### src/rtl/seg7_pkg.sv
// Shared seven-segment constants and the pattern lookup used by seg7_reader and seg7dec.
// Segment patterns are active-low, bits 6:0 = g..a.
package seg7_pkg;

  localparam logic [6:0] PAT_DIGIT [10] = '{
    7'h40, 7'h79, 7'h24, 7'h30, 7'h19, 7'h12, 7'h02, 7'h58, 7'h00, 7'h10
  };
  localparam logic [6:0] PAT_BLANK = 7'h7F;

  localparam logic [3:0] VAL_BLANK = 4'hF;
  localparam logic [3:0] VAL_ERR   = 4'hE;

  typedef struct packed {
    logic [3:0] val;
    logic       err;
  } seg7_dec_t;

  // Exact match against the digit table; blank is legal, anything else is an error.
  function automatic seg7_dec_t seg7_lookup(input logic [6:0] segs);
    seg7_dec_t dec;
    dec.val = VAL_ERR;
    dec.err = 1'b1;
    if (segs == PAT_BLANK) begin
      dec.val = VAL_BLANK;
      dec.err = 1'b0;
    end
    for (int i = 0; i < 10; i++) begin
      if (segs == PAT_DIGIT[i]) begin
        dec.val = 4'(i);
        dec.err = 1'b0;
      end
    end
    return dec;
  endfunction

endpackage

### src/rtl/seg7_pat2val.sv
// Combinational decode of one active-low 8-bit segment pattern into a digit value and error flag.
// With SEG7_READER_DP_EN the dp bit is reported separately instead of being part of the match.
module seg7_pat2val
  import seg7_pkg::*;
(
  input  logic [7:0] pat,
  output logic [3:0] val,
  output logic       err
`ifdef SEG7_READER_DP_EN
  ,
  output logic       dp
`endif
);

  seg7_dec_t dec;

  always_comb begin
    dec = seg7_lookup(pat[6:0]);
`ifdef SEG7_READER_DP_EN
    dp = ~pat[7];
`else
    // A lit dp is never part of a legal character in this build.
    if (!pat[7]) begin
      dec.val = VAL_ERR;
      dec.err = 1'b1;
    end
`endif
  end

  assign val = dec.val;
  assign err = dec.err;

endmodule

### src/rtl/seg7_reader.sv
// Samples a two-digit seven-segment display, waits for the pattern to settle, and hands the
// decoded pair to a consumer over a valid/ready handshake. Optional dp output: SEG7_READER_DP_EN.
module seg7_reader
  import seg7_pkg::*;
#(
  parameter int unsigned STABLE_CYCLES = 4
) (
  input  logic       clk,
  input  logic       rst_n,
  input  logic [7:0] seg7led_in  [1:0],
  output logic [3:0] seg7val_out [1:0],
  output logic [1:0] seg7err_out,
`ifdef SEG7_READER_DP_EN
  output logic [1:0] dp_out,
`endif
  output logic       out_valid,
  input  logic       out_ready
);

  localparam logic [1:0] ST_IDLE    = 2'd0;
  localparam logic [1:0] ST_SETTLE  = 2'd1;
  localparam logic [1:0] ST_PRESENT = 2'd2;

  localparam logic [7:0] CNT_LAST = 8'(STABLE_CYCLES - 1);

  logic [1:0]  state_q, state_d;
  logic [7:0]  cnt_q, cnt_d;
  logic [15:0] sample_q, prev_q, acc_q;
  logic [3:0]  val_q [1:0];
  logic [1:0]  err_q;
  logic        latch;

  logic [3:0]  dec_val [1:0];
  logic [1:0]  dec_err;

`ifdef SEG7_READER_DP_EN
  logic [1:0]  dec_dp;
  logic [1:0]  dp_q;
`endif

  seg7_pat2val u_dec0 (
    .pat (sample_q[7:0]),
    .val (dec_val[0]),
`ifdef SEG7_READER_DP_EN
    .dp  (dec_dp[0]),
`endif
    .err (dec_err[0])
  );

  seg7_pat2val u_dec1 (
    .pat (sample_q[15:8]),
    .val (dec_val[1]),
`ifdef SEG7_READER_DP_EN
    .dp  (dec_dp[1]),
`endif
    .err (dec_err[1])
  );

  always_comb begin
    state_d = state_q;
    cnt_d   = cnt_q;
    latch   = 1'b0;
    unique case (state_q)
      ST_IDLE: begin
        if (sample_q != acc_q) begin
          state_d = ST_SETTLE;
          cnt_d   = '0;
        end
      end
      ST_SETTLE: begin
        if (sample_q == acc_q) begin
          state_d = ST_IDLE;
        end else if (sample_q != prev_q) begin
          cnt_d = '0;
        end else if (cnt_q >= CNT_LAST) begin
          state_d = ST_PRESENT;
          latch   = 1'b1;
        end else if (cnt_q != 8'hFF) begin
          cnt_d = cnt_q + 8'd1;
        end
      end
      ST_PRESENT: begin
        // Changes seen while presenting start a fresh settle after the handshake.
        if (out_ready) begin
          cnt_d   = '0;
          state_d = (sample_q != acc_q) ? ST_SETTLE : ST_IDLE;
        end
      end
      default: begin
        state_d = ST_IDLE;
        cnt_d   = '0;
      end
    endcase
  end

  always_ff @(posedge clk or negedge rst_n) begin
    if (!rst_n) begin
      state_q  <= ST_IDLE;
      cnt_q    <= '0;
      sample_q <= '1;
      prev_q   <= '1;
      acc_q    <= '1;
      val_q[0] <= VAL_BLANK;
      val_q[1] <= VAL_BLANK;
      err_q    <= '0;
    end else begin
      state_q  <= state_d;
      cnt_q    <= cnt_d;
      prev_q   <= sample_q;
      sample_q <= {seg7led_in[1], seg7led_in[0]};
      if (latch) begin
        acc_q    <= sample_q;
        val_q[0] <= dec_val[0];
        val_q[1] <= dec_val[1];
        err_q    <= dec_err;
      end
    end
  end

`ifdef SEG7_READER_DP_EN
  always_ff @(posedge clk or negedge rst_n) begin
    if (!rst_n) begin
      dp_q <= '0;
    end else if (latch) begin
      dp_q <= dec_dp;
    end
  end

  assign dp_out = dp_q;
`endif

  assign seg7val_out[0] = val_q[0];
  assign seg7val_out[1] = val_q[1];
  assign seg7err_out    = err_q;
  assign out_valid      = (state_q == ST_PRESENT);

endmodule

### config.mk
export PLATFORM = sky130hd
export DESIGN_NAME = seg7_reader
export DESIGN_NICKNAME = d
export VERILOG_FILES = /design/src/rtl/seg7_pkg.sv /design/src/rtl/seg7_pat2val.sv /design/src/rtl/seg7_reader.sv
export SDC_FILE = /design/constraint.sdc
export NUM_CORES = 1
export LEC_CHECK = 0
export CAP_MARGIN = 0
export CORE_MARGIN = 5
export CORE_UTILIZATION = 52
export CTS_CLUSTER_SIZE = 30
export DETAILED_ROUTE_END_ITERATION = 7
export PLACE_DENSITY = 0.74
export SLEW_MARGIN = 20
export SYNTH_ARGS = -nofsm -noshare
export SYNTH_HDL_FRONTEND = slang
export SYNTH_SLANG_ARGS = --single-unit
### constraint.sdc
create_clock -name clk -period 2.21 [get_ports clk]
set_input_delay 0.3315 -clock clk [delete_from_list [all_inputs] [get_ports clk]]
set_output_delay 0.3315 -clock clk [all_outputs]
set_load 0.05 [all_outputs]
==> impl_results.rst <==
.. list-table::
   :header-rows: 1

   * - Metric
     - Value
   * - Port bufs
     - 29
   * - Aggregate global-route resource usage
     - 17.6%
   * - DR vias
     - 2,318
   * - Critical path depth
     - 7
   * - Switching power of the nets
     - 619 µW
   * - Number of cells on the worst reg-to-reg path
     - 7
   * - Worst-path clk slew
     - 0.08 ns
   * - Antenna Violating Nets Remaining
     - 0
   * - Cell Pwr Density
     - 631 mW/mm²
   * - Worst slew margin
     - 63.9%
   * - Leakage power summed over all cells
     - 0.00180 µW
   * - Ports placed on the boundary
     - 30
   * - Antenna violations before repair
     - 0
   * - Number of sinks driven by the clock tree
     - 68
   * - Core Footprint
     - 0.00628 mm²
   * - Initial drt markers
     - 51
   * - MaxCap Viol Count
     - 0
   * - Netlist area before placement
     - 0.00331 mm²
   * - Cell with the largest stage delay on the worst path
     - dfstp_2
   * - Yosys warning total
     - 0
   * - Top cell family by delay on the critical path
     - simple AND/OR/NAND/NOR gates
   * - Data arrival time of the critical path
     - 2.60 ns
   * - Post-route worst setup slack
     - -0.110 ns
   * - Antenna diodes
     - 0
   * - DP HPWL
     - 4410 µm
   * - Sequential area share after synthesis
     - 53.5%
   * - Unrepaired setup endpoints after global routing
     - yes
   * - Tightest Pin Transition
     - 0.542 ns
   * - Switching share of power
     - 22.9%
   * - Highest cell delay on the worst timing path
     - 0.55 ns
   * - Insertion delay to the later sink of the worst-skew pair
     - 0.35 ns
   * - TritonCTS clock tree
     - done
   * - Cell count after synthesis
     - 277
   * - Data required time of the critical path
     - 2.49 ns
   * - Worst hold slack
     - 0.383 ns
   * - Cell chosen for the clock root
     - clkbuf_8
   * - Violated checks
     - negative setup slack
   * - Pin count of the biggest net entering global routing
     - 27
   * - Nets in the synthesized netlist
     - 297
   * - Fraction of final layout cells with drive strength greater than 1
     - 46.5%
   * - Start-to-end type of the worst setup path
     - register to register
   * - 1st-pass router iterations
     - 4
   * - Syn Area/Cell
     - 12.0 µm²
   * - Total congestion overflow after global routing
     - 0
   * - Setup violators final
     - 24
   * - Logic pwr share
     - 8.8%
   * - Peak supply drop
     - 510 µV
   * - Weighted congestion at the end of routability-driven global placement
     - 0.866
   * - Final std cell area, no fill
     - 0.00429 mm²
   * - Worst hold path type
     - input pin to register
   * - Worst R2R End
     - acc_q[1]
   * - Crit path launch
     - sample_q[5]
   * - Reg-to-reg setup timing slack
     - -0.11 ns
   * - Category of the worst setup path capture point
     - register
   * - Starting density of the core
     - 52.7%
   * - Final routed wirelength across all metal layers
     - 6940 µm
   * - Total power
     - 2700 µW
   * - FF+latch count, synth
     - 68
   * - Largest clock skew in the final design
     - 0.00867 ns
   * - Via-to-Cell Ratio
     - 5.53
   * - Final period demand of the worst path
     - 2.32 ns
   * - DIE AREA
     - 0.00806 mm²
   * - Final Hold Vio Count
     - 0
   * - Die span in x
     - 89.8 µm
   * - Tcrit/Tclk final
     - 105%
   * - Outcome
     - finished, violations left
   * - Number of global-route vias before repair
     - 2,421
   * - Number of unique standard cell types used by synthesis
     - 47
   * - CTS Buf Count
     - 9
   * - Reg-to-reg startpoint
     - sample_q[5]
   * - Startpoint Class
     - register
   * - First-pass GRT wire length
     - 11,500 µm
   * - Final Slew Violations
     - 0
   * - Wire length per cell
     - 16.6 µm
   * - Share of total power in sequential cells
     - 49.0%
   * - Number of core rows
     - 29
   * - Sum of buffers and inverters on the critical path
     - 1
   * - Deepest level of the CTS H-tree
     - 3
   * - Fill cell instance count of the final layout
     - 469
   * - Final layout net count
     - 357
   * - Commonest non-fill, non-tap cell in the layout
     - dfstp_2
   * - Cell area after placement
     - 0.00382 mm²
   * - Cells along the critical path
     - xnor2_1, nand4_1, nor4_4, nand3_2, or3_4, clkbuf_16, mux2_4
   * - Clock network fraction of design power
     - 42.2%
   * - Chip Height
     - 89.8 µm
   * - Area growth from synthesis to layout
     - 29.4%
   * - Fmax
     - 0.431 GHz
   * - Commonest cells after routing, fill and taps aside
     - 56 x dfstp_2, 33 x buf_4, 30 x xnor2_1
   * - Clock buffer depth
     - 2
   * - Post-route DRC violation count
     - 0
   * - Worst setup endpoint
     - acc_q[1]
   * - Worst hold path cell count
     - 1
   * - Internal power consumption
     - 2090 µW
   * - Maximum fanout along the worst path
     - 7
==> how the worst min path moves through the flow <==
stage / startpoint / endpoint
6_report: seg7led_in[7] / sample_q[7]
5_1_grt: seg7led_in[6] / sample_q[6]
4_1_cts: seg7led_in[7] / sample_q[7]
3_5_place_dp: rst_n / cnt_q[3]
3_3_place_gp: rst_n / cnt_q[3]
2_1_floorplan: rst_n / cnt_q[0]
==> synthesized netlist by cell type (all sizes together) <==
cell type / count / area share (%)
a2111oi: 1 / 0.26
a21boi: 1 / 0.23
a21o: 2 / 0.45
a21oi: 5 / 0.76
a221oi: 1 / 0.26
a22o: 1 / 0.26
a31o: 1 / 0.26
a31oi: 4 / 0.76
a41oi: 3 / 0.79
and2: 1 / 0.19
and3: 4 / 0.76
and3b: 1 / 0.26
and4: 1 / 0.26
and4b: 1 / 0.30
buf: 10 / 2.8
clkbuf: 9 / 1.0
dfrtp: 12 / 9.1
dfstp: 56 / 44
ha: 1 / 0.38
inv: 5 / 0.57
mux2: 25 / 10
mux2i: 1 / 0.30
nand2: 22 / 2.5
nand3: 6 / 1.1
nand3b: 2 / 0.45
nand4: 10 / 1.9
nand4b: 1 / 0.26
nor2: 15 / 1.7
nor2b: 5 / 0.94
nor3: 6 / 0.91
nor3b: 4 / 0.91
nor4: 4 / 1.2
nor4b: 2 / 0.53
o211a: 1 / 0.30
o21ai: 11 / 1.7
o31ai: 1 / 0.23
o41ai: 1 / 0.26
or3: 2 / 0.38
or3b: 1 / 0.26
or4: 2 / 0.45
xnor2: 34 / 9.0
xor2: 1 / 0.26
==> power by group through the flow <==
stage / clock network, µW / logic (µW) / registers (µW)
2_1_floorplan: 0 / 116 / 1340
3_3_place_gp: 0 / 215 / 1340
3_5_place_dp: 0 / 218 / 1350
4_1_cts: 1160 / 232 / 1330
5_1_grt: 1220 / 259 / 1330
6_report: 1140 / 237 / 1330
==> state kept, by name (all words and copies together) (netlist names) <==
signal       count
seg7err_out      2
cnt_q            8
acc_q           16
state_q          2
seg7val_out      8
sample_q        16
prev_q          16
==> metrics by stage <==
| step | setup slack (ns) | TNS [ns] | instances | util (%) |
|---|---|---|---|---|
| global placement | -0.0237 | -0.174 | 393 | 60.9 |
| CTS | -0.0606 | -0.676 | 415 | 65.9 |
| finish | -0.110 | -2.03 | 419 | 68.3 |
| floorplan | -0.120 | -2.01 | 277 | - |
| detailed placement | -0.0773 | -1.41 | 393 | 60.9 |
| global route | -0.195 | -5.26 | 419 | 68.3 |
==> kinds of logic (layout without fill, tap and decap cells) <==
logic type / after synthesis / count (layout) / share of synthesized area (%)
and+or+nand+nor: 90 / 90 / 15.2
AOI/OAI and AO/OA: 33 / 33 / 6.50
muxes: 26 / 26 / 10.7
xor gates and xnor gates: 35 / 35 / 9.26
DFF: 68 / 68 / 53.5
adders and majority gates: 1 / 1 / 0.378
buffers and inverters: 24 / 89 / 4.38
==> metal layers <==
metal / vias up / part of all wire [%] / track usage, %
li1: 1090 / - / -
met1: 1154 / 45 / 23.1
met2: 62 / 48 / 27.1
met3: 12 / 4.8 / 5.09
met4: 0 / 1.9 / 7.93
met5: - / 0 / 0
==> timing repair <==
item                                    CTS  global route
hold buffers                              1             0
pin swaps                                 5             4
setup buffers                             4             3
endpoints found under the setup margin   24            35
gates resized for setup                   6            19
endpoints found under the hold margin    12             0
cloned                                    1             1
==> area by class of cell <==
cell class | instances | area (µm²) | area share (%)
Clock buffer | 12 | 145 | 3.39
Sequential cell | 68 | 1770 | 41.3
Inverter | 5 | 18.8 | 0.438
Tap cell | 77 | 96.3 | 2.25
Multi-Input combinational cell | 185 | 1530 | 35.7
Clock inverter | 4 | 72.6 | 1.69
Timing Repair Buffer | 68 | 649 | 15.2
Power figures use the tool's default switching activity.
==> RTL change 1, RTL diff (same settings) <==
Build with the macro `SEG7_READER_DP_EN` defined.
--- a/src/rtl/seg7_pat2val.sv
+++ b/src/rtl/seg7_pat2val.sv
@@ -2,2 +2,4 @@
 // With SEG7_READER_DP_EN the dp bit is reported separately instead of being part of the match.
+`define SEG7_READER_DP_EN
+
 module seg7_pat2val
Behaviour (old outputs only; new: dp_out): not the same (a bounded check fails within 10 cycles, from zero or initial values and one cycle with rst_n low).
==> RTL change 1 against the original RTL <==
- the run ends with hold timing left
- final area fell by 9.4%
- combinational power fell by 23%
- routed wire length fell by 13%
- worst setup slack improved by 0.19 ns
- synthesized area fell by 2.0%
- die area fell by 1.8%
- total power fell by 4.7%
- sequential cell count rose by 2
- via count fell by 10%
- critical path type is now flop to primary output
- highest routed layer unchanged
==> RTL change 1: results <==
export IMPL_drive_gt1_frac=0.381
export IMPL_synth_edf_count=0
export IMPL_fillerInstances=464
export IMPL_status="finished, violations left"
export IMPL_cp_data_arrival_time_ns=1.80
export IMPL_wirelength_mm=6.06
export IMPL_cts_repair_resized=0
export IMPL_fin_hold_ws_ns=-0.00251
export IMPL_cts_max_level=3
export IMPL_synth_common_cells="dfstp_2, xor2_1, mux2_2, dfrtp_1, inv_1"
export IMPL_critPathLaunch="state_q[1]"
export IMPL_grt_usage=0.169
export IMPL_ys_warnings_count=0
export IMPL_grt_pass1_wl_mm=10.1
export IMPL_grt_max_degree=71
export IMPL_cts_max_path_buffers=2
export IMPL_cpLargestDelayFamily="buffers and inverters"
export IMPL_slew_headroom=0.664
export IMPL_drt_iter0_markers=79
export IMPL_drt_first_pass_iters=4
export IMPL_r2r_start="sample_q[3]"
export IMPL_n_antenna_cell=0
export IMPL_dr_total_vias=2075
export IMPL_globalplace_congestion=0.774
export IMPL_r2r_slack_ns=0.13
export IMPL_ys_seq_area_frac=0.562
export IMPL_hpwlAfterDp_mm=4.12
export IMPL_skew_ns=0.00725
export IMPL_fin_nets=322
export IMPL_hold_viol=2
export IMPL_reg2reg_depth=6
export IMPL_antenna_found_initial=0
export IMPL_p_leak_nw=1.67
export IMPL_clkTransAtPathRegs_ns=0.07
export IMPL_ir_worst_vdd_v=0.000616
export IMPL_synth_cell_types=45
export IMPL_r2r_end="seg7err_out[0]"
export IMPL_port_buffers=31
export IMPL_reg_largest_list="acc_q (16), prev_q (16), sample_q (16)"
export IMPL_netlist_top_cells_area="dfstp_2, dfrtp_1, xor2_1, mux2_2, mux2i_1"
export IMPL_finalSetupViolations=0
export IMPL_violations="hold timing"
export IMPL_root_buffer="clkbuf_8"
export IMPL_syn_num_nets=281
export IMPL_cpPeakStageDelay_ns=0.83
export IMPL_cts_setup_buffers=0
export IMPL_worstPathMaxFanout=6
export IMPL_async_reset_ff_frac=1.00
export IMPL_slowest_stage="clkdlybuf4s50_1"
export IMPL_worstSkewPairLatency_ns=0.34
export IMPL_numCtsBuffers=9
export IMPL_hold_path_class="input port to async pin"
-- RTL change 1: cells by family after synthesis --
family                     Yosys count  share of synthesized area
DFF                                 70                      0.562
muxes                               28                     0.0984
buffers and inverters               30                     0.0509
adders and majority gates            1                    0.00386
xor gates and xnor gates            35                     0.0945
and+or+nand+nor                     69                      0.130
AOI/OAI and AO/OA                   28                     0.0610
-- RTL change 1: power breakdown --
part | internal [mW] | total [mW] | switching (mW)
logic | 0.0830 | 0.182 | 0.0994
registers | 1.34 | 1.37 | 0.0330
clock network | 0.552 | 1.02 | 0.472
total | 1.97 | 2.58 | 0.605
-- RTL change 1: layout make-up --
type,count,area (um2),area share
Multi-Input combinational cell,161,1270,0.327
Clock inverter,5,58.8,0.0151
Sequential cell,70,1820,0.469
Timing Repair Buffer,47,450,0.116
Tap cell,75,93.8,0.0242
Clock buffer,11,141,0.0364
Inverter,13,48.8,0.0126
-- RTL change 1: through the flow --
stage	utilization	cell area [um2]	hold WS [ns]	setup WS, ns	instances
floorplan	-	3240	0.0359	0.103	261
global placement	0.613	3670	0.376	0.140	366
detailed placement	0.613	3670	0.381	0.129	366
CTS	0.646	3870	0.00562	0.0767	382
global route	0.648	3880	0.0190	0.0196	382
finish	0.648	3880	-0.00251	0.0767	382
-- RTL change 1: per-layer routing --
| metal | vias to the layer above | global-route usage | wire, um |
|---|---|---|---|
| li1 | 993 | - | - |
| met2 | 62 | 0.262 | 2860 |
| met3 | 12 | 0.0608 | 349 |
| met1 | 1008 | 0.226 | 2750 |
| met5 | - | 0 | 0 |
| met4 | 0 | 0.0487 | 100 |
-- RTL change 1: worst max-delay path by stage --
stage	to	slack (ns)	cells past startpoint
2_1_floorplan	acc_q[12]	0.10	8
4_1_cts	out_valid	0.08	2
3_5_place_dp	seg7err_out[1]	0.13	6
6_report	out_valid	0.08	2
3_3_place_gp	seg7err_out[0]	0.14	6
5_1_grt	out_valid	0.02	2
==> RTL change 2, RTL diff (same settings) <==
Made on the original files. Register the output `seg7err_out` once more; this adds one clock of latency there. The other outputs are not delayed to match.
--- a/src/rtl/seg7_reader.sv
+++ b/src/rtl/seg7_reader.sv
@@ -133,3 +133,5 @@
   assign seg7val_out[1] = val_q[1];
-  assign seg7err_out    = err_q;
+  always_ff @(posedge clk) begin
+    seg7err_out <= err_q;
+  end
   assign out_valid      = (state_q == ST_PRESENT);
Function: changed (a bounded check fails within 10 cycles, from zero or initial values and one cycle with rst_n low).
==> RTL change 2 against the original RTL <==
- the flow finishes with violations (hold timing, setup timing)
- total power down 5.8%
- sequential cell count up 2
- routed wire length down 10%
- clock power down 15%
- synthesized area up 1.2%
- final area down 4.3%
- clock skew up 0.00096 ns
- combinational power down 5%
- worst setup slack better by 0.080 ns
==> RTL change 2: results <==
export IMPL_setup_ws_ns=-0.0298
export IMPL_multi_input_area_share=0.347
export IMPL_p_clk_mw=0.967
export IMPL_muxShareOfSynthArea=0.106
export IMPL_sh_seq_area=0.442
export IMPL_synth_cell_types=48
export IMPL_hpwlAfterDp_mm=4.37
export IMPL_wl_per_cell_um=15.0
export IMPL_cp_data_arrival_time_ns=2.47
export IMPL_clock_area_frac=0.0455
export IMPL_design_seq_count=70
export IMPL_skew_ns=0.00963
export IMPL_drive_gt1_frac=0.413
export IMPL_tns_ns=-0.198
export IMPL_worstPathMaxFanout=21
export IMPL_ant_nets=0
export IMPL_p_leak_nw=1.70
export IMPL_clock_buffers=13
export IMPL_fillerInstances=508
export IMPL_grt_max_degree=44
export IMPL_worst_slew_pin_slew_ns=0.618
export IMPL_dp_cells=397
export IMPL_r2r_start="sample_q[2]"
export IMPL_violations="hold timing, setup timing"
export IMPL_ys_seq_area_frac=0.541
export IMPL_grt_pass1_wl_mm=10.7
export IMPL_netlist_top_cells_area="dfstp_2, dfrtp_1, xnor2_1, mux2_4, mux2_2"
export IMPL_synthCells=279
export IMPL_grt_usage=0.165
export IMPL_fin_hold_ws_ns=-0.00330
export IMPL_synth_fa_ha_area_frac=0.00373
export IMPL_r2r_end="err_q[1]"
export IMPL_wirelength_mm=6.24
export IMPL_ir_worst_vdd_v=0.000640
export IMPL_dpl_cell_area_um2=3880
export IMPL_hold_viol=2
export IMPL_pre_cts_ws_ns=-0.0869
export IMPL_hold_path_class="input port to async pin"
export IMPL_globalplace_congestion=0.834
export IMPL_grt_pass1_vias=2231
export IMPL_fin_nets=354
export IMPL_power_share_clock=0.379
export IMPL_synth_xor_area_frac=0.0915
export IMPL_drt_iter0_markers=104
export IMPL_postLayoutCoreUtil=0.650
export IMPL_syn_num_nets=299
export IMPL_buffer_area_frac=0.138
export IMPL_status="finished, violations left"
export IMPL_buffers=63
export IMPL_finalSetupViolations=16
export IMPL_synth_compound_area_frac=0.0642
export IMPL_syn_area_um2=3350
export IMPL_antenna_found_initial=0
export IMPL_async_reset_ff_frac=0.971
-- RTL change 2: timing repair --
item | 4_1_cts | 5_1_grt
setup buffers | 2 | 1
endpoints found under the setup margin | 24 | 33
hold buffers | 0 | 0
cloned | 0 | 0
pin swaps | 1 | 1
gates resized for setup | 1 | 2
-- RTL change 2: worst max-delay path by stage --
stage / slack, ns / depth (start not counted) / end / start
2_1_floorplan: -0.12 / 9 / acc_q[0] / sample_q[2]
3_3_place_gp: -0.03 / 7 / err_q[1] / sample_q[12]
3_5_place_dp: -0.09 / 7 / err_q[1] / sample_q[12]
4_1_cts: -0.03 / 7 / err_q[1] / sample_q[9]
5_1_grt: -0.12 / 7 / err_q[1] / sample_q[2]
6_report: -0.03 / 7 / err_q[1] / sample_q[2]
-- RTL change 2: metal layers --
metal  track usage  share of wire
met5             0              0
met2         0.252           0.46
met3        0.0417          0.057
met4        0.0682          0.015
met1         0.224           0.47
